===== src/rtl/riscv_pkg.sv =====
// Shared constants and types for the integer pipeline: datapath widths,
// the architectural zero register and the opaque ALU operation codes.
package riscv_pkg;

  localparam int DATA_WIDTH    = 32;
  localparam int ADDRESS_WIDTH = 5;
  localparam int PC_WIDTH      = 32;

  localparam logic [ADDRESS_WIDTH-1:0] REG_ZERO = '0;

  typedef enum logic [3:0] {
    ALU_ADD  = 4'd0,
    ALU_SUB  = 4'd1,
    ALU_AND  = 4'd2,
    ALU_OR   = 4'd3,
    ALU_XOR  = 4'd4,
    ALU_SLL  = 4'd5,
    ALU_SRL  = 4'd6,
    ALU_SRA  = 4'd7,
    ALU_SLT  = 4'd8,
    ALU_SLTU = 4'd9
  } alu_ctrl_t;

endpackage


===== src/rtl/operand_fetch_stage_if.sv =====
// Register-file read port: the stage drives both read addresses and
// receives the matching read data in the same cycle.
interface operand_fetch_stage_if
  import riscv_pkg::*;
#(
  parameter int DW = DATA_WIDTH,
  parameter int AW = ADDRESS_WIDTH
);

  logic [AW-1:0] a1;
  logic [AW-1:0] a2;
  logic [DW-1:0] rd1;
  logic [DW-1:0] rd2;

  modport master (output a1, output a2, input rd1, input rd2);
  modport slave  (input a1, input a2, output rd1, output rd2);

endinterface


===== src/rtl/fwd_mux.sv =====
// Operand resolver for one source register: picks the youngest in-flight
// producer of the register, falling back to the register-file read data.
module fwd_mux
  import riscv_pkg::*;
#(
  parameter int DW = DATA_WIDTH,
  parameter int AW = ADDRESS_WIDTH
) (
  input  logic [AW-1:0] src,
  input  logic          ex_valid,
  input  logic          ex_reg_write,
  input  logic          ex_mem_read,
  input  logic [AW-1:0] ex_rd,
  input  logic [DW-1:0] alu_result,
  input  logic          mem_reg_write,
  input  logic [AW-1:0] mem_rd,
  input  logic [DW-1:0] mem_result,
  input  logic          wb_reg_write,
  input  logic [AW-1:0] wb_rd,
  input  logic [DW-1:0] wb_result,
  input  logic [DW-1:0] rf_data,
  output logic [DW-1:0] operand
);

  localparam logic [AW-1:0] SRC_ZERO = AW'(REG_ZERO);

  // A load in EX has no data yet; the hazard logic stalls that case instead.
  always_comb begin
    operand = rf_data;
    if (src == SRC_ZERO) begin
      operand = '0;
    end else if (ex_valid && ex_reg_write && !ex_mem_read && (ex_rd == src)) begin
      operand = alu_result;
    end else if (mem_reg_write && (mem_rd == src)) begin
      operand = mem_result;
    end else if (wb_reg_write && (wb_rd == src)) begin
      operand = wb_result;
    end
  end

endmodule


===== src/rtl/operand_fetch_stage.sv =====
// ID/EX boundary: reads the register file, resolves bypassed operands,
// stalls decode on load-use hazards and registers the result into EX.
module operand_fetch_stage #(
  parameter int DATA_WIDTH    = riscv_pkg::DATA_WIDTH,
  parameter int ADDRESS_WIDTH = riscv_pkg::ADDRESS_WIDTH,
  parameter int PC_WIDTH      = riscv_pkg::PC_WIDTH
) (
  input  logic                     clk,
  input  logic                     rst_n,
  input  logic                     id_valid,
  input  logic [ADDRESS_WIDTH-1:0] id_rs1,
  input  logic [ADDRESS_WIDTH-1:0] id_rs2,
  input  logic [ADDRESS_WIDTH-1:0] id_rd,
  input  logic                     id_reg_write,
  input  logic                     id_mem_read,
  input  logic [3:0]               id_alu_ctrl,
  input  logic [DATA_WIDTH-1:0]    id_imm,
  input  logic [PC_WIDTH-1:0]      id_pc,
  operand_fetch_stage_if.master    rf,
  input  logic [DATA_WIDTH-1:0]    alu_result,
  input  logic [ADDRESS_WIDTH-1:0] mem_rd,
  input  logic                     mem_reg_write,
  input  logic [DATA_WIDTH-1:0]    mem_result,
  input  logic [ADDRESS_WIDTH-1:0] wb_rd,
  input  logic                     wb_reg_write,
  input  logic [DATA_WIDTH-1:0]    wb_result,
  input  logic                     flush,
  input  logic                     ex_hold,
  output logic                     id_stall,
  output logic                     ex_valid,
  output logic [ADDRESS_WIDTH-1:0] ex_rd,
  output logic                     ex_reg_write,
  output logic                     ex_mem_read,
  output logic [3:0]               ex_alu_ctrl,
  output logic [DATA_WIDTH-1:0]    ex_op1,
  output logic [DATA_WIDTH-1:0]    ex_op2,
  output logic [DATA_WIDTH-1:0]    ex_imm,
  output logic [PC_WIDTH-1:0]      ex_pc,
  output logic [15:0]              stall_cnt
);

  localparam logic [ADDRESS_WIDTH-1:0] RD_ZERO = ADDRESS_WIDTH'(riscv_pkg::REG_ZERO);

  logic [DATA_WIDTH-1:0] op1_resolved;
  logic [DATA_WIDTH-1:0] op2_resolved;
  logic                  luh;

  assign rf.a1 = id_rs1;
  assign rf.a2 = id_rs2;

  fwd_mux #(.DW(DATA_WIDTH), .AW(ADDRESS_WIDTH)) u_fwd_op1 (
    .src           (id_rs1),
    .ex_valid      (ex_valid),
    .ex_reg_write  (ex_reg_write),
    .ex_mem_read   (ex_mem_read),
    .ex_rd         (ex_rd),
    .alu_result    (alu_result),
    .mem_reg_write (mem_reg_write),
    .mem_rd        (mem_rd),
    .mem_result    (mem_result),
    .wb_reg_write  (wb_reg_write),
    .wb_rd         (wb_rd),
    .wb_result     (wb_result),
    .rf_data       (rf.rd1),
    .operand       (op1_resolved)
  );

  fwd_mux #(.DW(DATA_WIDTH), .AW(ADDRESS_WIDTH)) u_fwd_op2 (
    .src           (id_rs2),
    .ex_valid      (ex_valid),
    .ex_reg_write  (ex_reg_write),
    .ex_mem_read   (ex_mem_read),
    .ex_rd         (ex_rd),
    .alu_result    (alu_result),
    .mem_reg_write (mem_reg_write),
    .mem_rd        (mem_rd),
    .mem_result    (mem_result),
    .wb_reg_write  (wb_reg_write),
    .wb_rd         (wb_rd),
    .wb_result     (wb_result),
    .rf_data       (rf.rd2),
    .operand       (op2_resolved)
  );

  // Handshake: decode offers an instruction with id_valid; it is accepted at
  // a clock edge only when id_stall is low, otherwise decode must hold it.
  assign luh = id_valid && ex_valid && ex_mem_read && (ex_rd != RD_ZERO) &&
               ((ex_rd == id_rs1) || (ex_rd == id_rs2));

  assign id_stall = ex_hold || (luh && !flush);

  always_ff @(posedge clk or negedge rst_n) begin
    if (!rst_n) begin
      ex_valid     <= 1'b0;
      ex_rd        <= '0;
      ex_reg_write <= 1'b0;
      ex_mem_read  <= 1'b0;
      ex_alu_ctrl  <= '0;
      ex_op1       <= '0;
      ex_op2       <= '0;
      ex_imm       <= '0;
      ex_pc        <= '0;
      stall_cnt    <= '0;
    end else if (ex_hold) begin
      ex_valid <= ex_valid;
    end else if (flush) begin
      ex_valid     <= 1'b0;
      ex_reg_write <= 1'b0;
      ex_mem_read  <= 1'b0;
    end else if (luh) begin
      ex_valid     <= 1'b0;
      ex_reg_write <= 1'b0;
      ex_mem_read  <= 1'b0;
      if (stall_cnt != 16'hFFFF) begin
        stall_cnt <= stall_cnt + 16'd1;
      end
    end else begin
      ex_valid     <= id_valid;
      ex_rd        <= id_rd;
      ex_reg_write <= id_valid && id_reg_write;
      ex_mem_read  <= id_valid && id_mem_read;
      ex_alu_ctrl  <= id_alu_ctrl;
      ex_op1       <= op1_resolved;
      ex_op2       <= op2_resolved;
      ex_imm       <= id_imm;
      ex_pc        <= id_pc;
    end
  end

endmodule


===== src/flat_wrapper.sv =====
// flat-port wrapper written by rule: the top's interface ports become plain ports
module operand_fetch_stage_flat 
#(
  parameter int DATA_WIDTH    = riscv_pkg::DATA_WIDTH,
  parameter int ADDRESS_WIDTH = riscv_pkg::ADDRESS_WIDTH,
  parameter int PC_WIDTH      = riscv_pkg::PC_WIDTH
)
  (clk, rst_n, id_valid, id_rs1, id_rs2, id_rd, id_reg_write, id_mem_read, id_alu_ctrl, id_imm, id_pc, alu_result, mem_rd, mem_reg_write, mem_result, wb_rd, wb_reg_write, wb_result, flush, ex_hold, id_stall, ex_valid, ex_rd, ex_reg_write, ex_mem_read, ex_alu_ctrl, ex_op1, ex_op2, ex_imm, ex_pc, stall_cnt, rf_a1, rf_a2, rf_rd1, rf_rd2);
  operand_fetch_stage_if rf_i ();
  input  logic clk;
  input  logic rst_n;
  input  logic id_valid;
  input  logic [ADDRESS_WIDTH-1:0] id_rs1;
  input  logic [ADDRESS_WIDTH-1:0] id_rs2;
  input  logic [ADDRESS_WIDTH-1:0] id_rd;
  input  logic id_reg_write;
  input  logic id_mem_read;
  input  logic [3:0] id_alu_ctrl;
  input  logic [DATA_WIDTH-1:0] id_imm;
  input  logic [PC_WIDTH-1:0] id_pc;
  input  logic [DATA_WIDTH-1:0] alu_result;
  input  logic [ADDRESS_WIDTH-1:0] mem_rd;
  input  logic mem_reg_write;
  input  logic [DATA_WIDTH-1:0] mem_result;
  input  logic [ADDRESS_WIDTH-1:0] wb_rd;
  input  logic wb_reg_write;
  input  logic [DATA_WIDTH-1:0] wb_result;
  input  logic flush;
  input  logic ex_hold;
  output logic id_stall;
  output logic ex_valid;
  output logic [ADDRESS_WIDTH-1:0] ex_rd;
  output logic ex_reg_write;
  output logic ex_mem_read;
  output logic [3:0] ex_alu_ctrl;
  output logic [DATA_WIDTH-1:0] ex_op1;
  output logic [DATA_WIDTH-1:0] ex_op2;
  output logic [DATA_WIDTH-1:0] ex_imm;
  output logic [PC_WIDTH-1:0] ex_pc;
  output logic [15:0] stall_cnt;
  output wire logic [$bits(rf_i.a1)-1:0] rf_a1;
  output wire logic [$bits(rf_i.a2)-1:0] rf_a2;
  input wire logic [$bits(rf_i.rd1)-1:0] rf_rd1;
  input wire logic [$bits(rf_i.rd2)-1:0] rf_rd2;
  assign rf_a1 = rf_i.a1;
  assign rf_a2 = rf_i.a2;
  assign rf_i.rd1 = rf_rd1;
  assign rf_i.rd2 = rf_rd2;
  operand_fetch_stage #(.DATA_WIDTH(DATA_WIDTH), .ADDRESS_WIDTH(ADDRESS_WIDTH), .PC_WIDTH(PC_WIDTH)) u_core (.clk(clk), .rst_n(rst_n), .id_valid(id_valid), .id_rs1(id_rs1), .id_rs2(id_rs2), .id_rd(id_rd), .id_reg_write(id_reg_write), .id_mem_read(id_mem_read), .id_alu_ctrl(id_alu_ctrl), .id_imm(id_imm), .id_pc(id_pc), .rf(rf_i), .alu_result(alu_result), .mem_rd(mem_rd), .mem_reg_write(mem_reg_write), .mem_result(mem_result), .wb_rd(wb_rd), .wb_reg_write(wb_reg_write), .wb_result(wb_result), .flush(flush), .ex_hold(ex_hold), .id_stall(id_stall), .ex_valid(ex_valid), .ex_rd(ex_rd), .ex_reg_write(ex_reg_write), .ex_mem_read(ex_mem_read), .ex_alu_ctrl(ex_alu_ctrl), .ex_op1(ex_op1), .ex_op2(ex_op2), .ex_imm(ex_imm), .ex_pc(ex_pc), .stall_cnt(stall_cnt));
endmodule

===== config.mk =====
export PLATFORM = sky130hd
export DESIGN_NAME = operand_fetch_stage_flat
export DESIGN_NICKNAME = d
export VERILOG_FILES = /design/src/rtl/riscv_pkg.sv /design/src/rtl/operand_fetch_stage_if.sv /design/src/rtl/fwd_mux.sv /design/src/rtl/operand_fetch_stage.sv /design/src/flat_wrapper.sv
export SDC_FILE = /design/constraint.sdc
export NUM_CORES = 1
export LEC_CHECK = 0
export CORE_AREA = 2 2 169 171
export CTS_CLUSTER_SIZE = 10
export DETAILED_ROUTE_END_ITERATION = 6
export DIE_AREA = 0 0 171 173
export PLACE_DENSITY = 0.66
export REMOVE_ABC_BUFFERS = 1
export SLEW_MARGIN = 5
export SYNTH_ARGS = -nofsm -noshare
export SYNTH_HDL_FRONTEND = slang
export SYNTH_SLANG_ARGS = --single-unit

===== constraint.sdc =====
create_clock -name clk -period 2.8 [get_ports clk]
set_clock_uncertainty 0.05 [all_clocks]
set_input_delay 0.56 -clock clk [delete_from_list [all_inputs] [get_ports clk]]
set_output_delay 0.56 -clock clk [all_outputs]
set_load 0.02 [all_outputs]

==> flow_metrics.tcl <==
set metrics [dict create \
    cts_tree "yes" \
    clkLatencyLatePin_ps 430 \
    synth_area_um2 9060 \
    grt_pass1_wl_um 58700 \
    crit_path_start_kind "flop" \
    stdcell_count 1714 \
    status "finished clean" \
    track_usage_pct 25.9 \
    clock_sinks 156 \
    maxCapViolations 0 \
    fmax_mhz 380 \
    cts_root_buf "clkbuf_16" \
    cts_buffer_depth 2 \
    avgViaCountPerCell 5.55 \
    ys_types 43 \
    critPathArrivalTime_ps 2890 \
    antenna_found_initial 3 \
    seqCellArea_um2 3900 \
    die_x_um 171 \
    setup_tns_ps 0 \
    area_delta_synth_final_pct 63.5 \
    die_h_um 173 \
    first_iter_violations 801 \
    drc_errors 0 \
    worstSetupPathType "reg2reg" \
    grt_overflow 0 \
    ys_warn_count 0 \
    io_pins 429 \
    powerDensity_nw_per_um2 511 \
    fin_crit_sh_pct 94.0 \
    synthAdderAreaFrac_pct 0.138 \
    cp_max_fo 26 \
    dp.cells 1681 \
    path_clk_slew_ps 80 \
    setup_viol 0 \
    slew_headroom_pct 49.0 \
    whs_ps 76.5 \
    r2r_slack_ps 170 \
    synth_compound_area_share_pct 19.8 \
    drtAntennaViolNets 0 \
    hold_path_class "in2async" \
    critPathRequiredTime_ps 3060 \
    grt_max_degree 62 \
    num_vias 9521 \
    num-nets-final 1585 \
    synth.avg_cell_area_um2 9.96 \
    core_area_um2 27600 \
    synth_top_family_by_area "compound AO/OA/AOI/OAI gates" \
    p_leak_uw 0.00586 \
    worst_setup_path_end_kind "flop" \
    worst_pin_slew_ps 763 \
    numCtsBuffers 17 \
    multi_input_area_um2 4480 \
    ff2ff_path_depth 8 \
    synth_xor_area_share_pct 4.35 \
    routed_wirelength_um 39000 \
    hold_viol_final 0 \
    die_area_um2 29600 \
    drive_gt1_share_pct 11.8 \
    cts_max_level 4 \
    dp_hpwl_um 27900 \
    start_util_pct 32.8 \
    ys_seq_area_share_pct 43.1 \
    grt_pass1_vias 9722 \
    synthMuxAreaShare_pct 9.20 \
    worstReg2RegStart "u_core.ex_rd[1]$_DFFE_PN0P_" \
    min_period_ps 2630 \
    finalWeightedCongestion 0.861 \
    rsz0062_at_grt "false" \
    total_power_uw 7570 \
    synth_cells 910 \
    synthSimpleGateAreaFrac_pct 15.4 \
    ys_ff_latch 156 \
    slew_viol_final 0 \
    fill_cells 2566 \
    reg2reg_to "u_core.ex_imm[29]$_DFFE_PN0P_" \
    drt-pass1-iter-count 5 \
    wire_per_inst_um 22.7 \
    rows 61 \
    io_buffers 428 \
    peakVddDrop_uv 330 \
]
==> power breakdown <==
part           switching [uW]  internal (uW)
combinational            1200           1270
clock                    1160           1220
sequential                177           2540
==> critical path, cell delays in order, from the launching register on <==
cell	delay, ps
dfrtp_1	460
or4_1	580
o2111ai_2	210
buf_4	220
inv_2	70
a21oi_4	150
buf_12	210
buf_12	180
mux2_2	340
==> cell usage in the layout, fill, tap and decap left out, types with 5 or more instances in the layout <==
cell type	n
clkdlybuf4s50_1	426
dfrtp_1	156
nand4_1	71
inv_1	66
o22ai_1	65
a21boi_0	64
o221ai_1	64
mux2_2	41
buf_4	41
nand3_1	39
and3_1	35
o31ai_1	33
mux2_1	33
nand3b_1	32
buf_12	26
xnor2_1	23
xor2_1	21
clkbuf_16	17
nand2_1	10
nor3_1	9
inv_8	6
nor2_1	5
nor4_1	5
==> worst max-delay path by stage <==
stage	from	end	cells after the start
2_1_floorplan	id_rs1[1]	u_core.ex_op1[0]$_DFFE_PN0P_	5
3_3_place_gp	id_rs1[1]	id_stall	6
3_5_place_dp	id_rs1[2]	id_stall	6
4_1_cts	id_rs1[2]	id_stall	6
5_1_grt	id_rs1[1]	id_stall	6
6_report	u_core.ex_rd[1]$_DFFE_PN0P_	u_core.ex_imm[29]$_DFFE_PN0P_	8
==> cell type report <==
cell class	instances	share of cell area, %
antenna	1	0.0169
clock inverter	14	1.01
timing repair buffer	495	34.5
sequential	156	26.4
clock buffer	18	2.97
inverter	67	1.70
tap	378	3.19
multi-input combinational	585	30.3
==> sequential cells by signal, indices dropped and copies added, names as in the netlist <==
name / count
u_core.ex_alu_ctrl: 4
u_core.ex_valid: 1
u_core.ex_op1: 32
u_core.stall_cnt: 16
u_core.ex_rd: 5
u_core.ex_pc: 32
u_core.ex_mem_read: 1
u_core.ex_op2: 32
u_core.ex_reg_write: 1
u_core.ex_imm: 32
==> Yosys cell counts <==
cell type    n  area share, %
nand2_1     10           0.41
or3_1        2           0.14
inv_1       66            2.7
nand2b_1     1          0.069
or2_2        3           0.21
o221ai_1    64            6.2
a21o_1       1          0.083
nor4_2       1           0.14
or3b_2       1          0.097
nor2_1       6           0.25
nor4b_1      1          0.097
and2_1       5           0.35
nor3_1       9           0.50
and3_1      35            2.4
nor3b_1      4           0.33
mux2_1      33            4.1
buf_6        3           0.37
nor4_1       6           0.41
ha_1         1           0.14
xnor2_1     24            2.3
o2111ai_2    1           0.17
buf_4       12           0.99
clkbuf_1    68            2.8
and4_1       2           0.19
nand3_1     39            2.2
nand3b_1    32            2.7
a21boi_0    64            5.3
a32o_1       2           0.22
inv_2        1          0.041
mux2_2      41            5.1
or4_1        1          0.083
o311ai_0     1          0.097
dfrtp_1    156             43
o311a_1      1           0.11
a21oi_4      1           0.18
o31ai_1     33            2.7
o22a_1       1          0.097
o22ai_1     65            4.5
xor2_1      21            2.0
a22o_1       1          0.097
buf_2       19            1.0
o21ai_1      1          0.055
nand4_1     71            4.9
==> what timing repair did <==
item	CTS	global route
buffers inserted	0	0
gates resized for setup	1	3
hold buffers	0	0
setup endpoints to repair	1	1
==> stage by stage <==
stage | utilization (%) | area [um2] | setup WS, ps
5_1_grt | 53.6 | 14800 | 75.6
3_3_place_gp | 51.5 | 14200 | -246
4_1_cts | 53.6 | 14800 | 29.7
2_1_floorplan | - | 8590 | -1560
3_5_place_dp | 51.5 | 14200 | -244
6_report | 53.6 | 14800 | 169
==> cell families after synthesis <==
family | Yosys count
AND/OR/NAND/NOR | 229
buffers and inverters | 169
adder cells (fa/ha/maj) | 1
AO/OA/AOI/OAI | 236
multiplexers | 74
flip-flops | 156
XOR/XNOR | 45
==> routing by layer <==
layer  wire length (um)  up-vias  share of wire [%]  track usage (%)
met5                 25        -              0.064                0
met4               1130        4                2.9             7.91
met3               3020       91                7.8             5.88
met2              19100      514                 49             44.0
met1              15700     4638                 40             32.5
li1                   -     4274                  -                -
(Power assumes the default switching activity.)
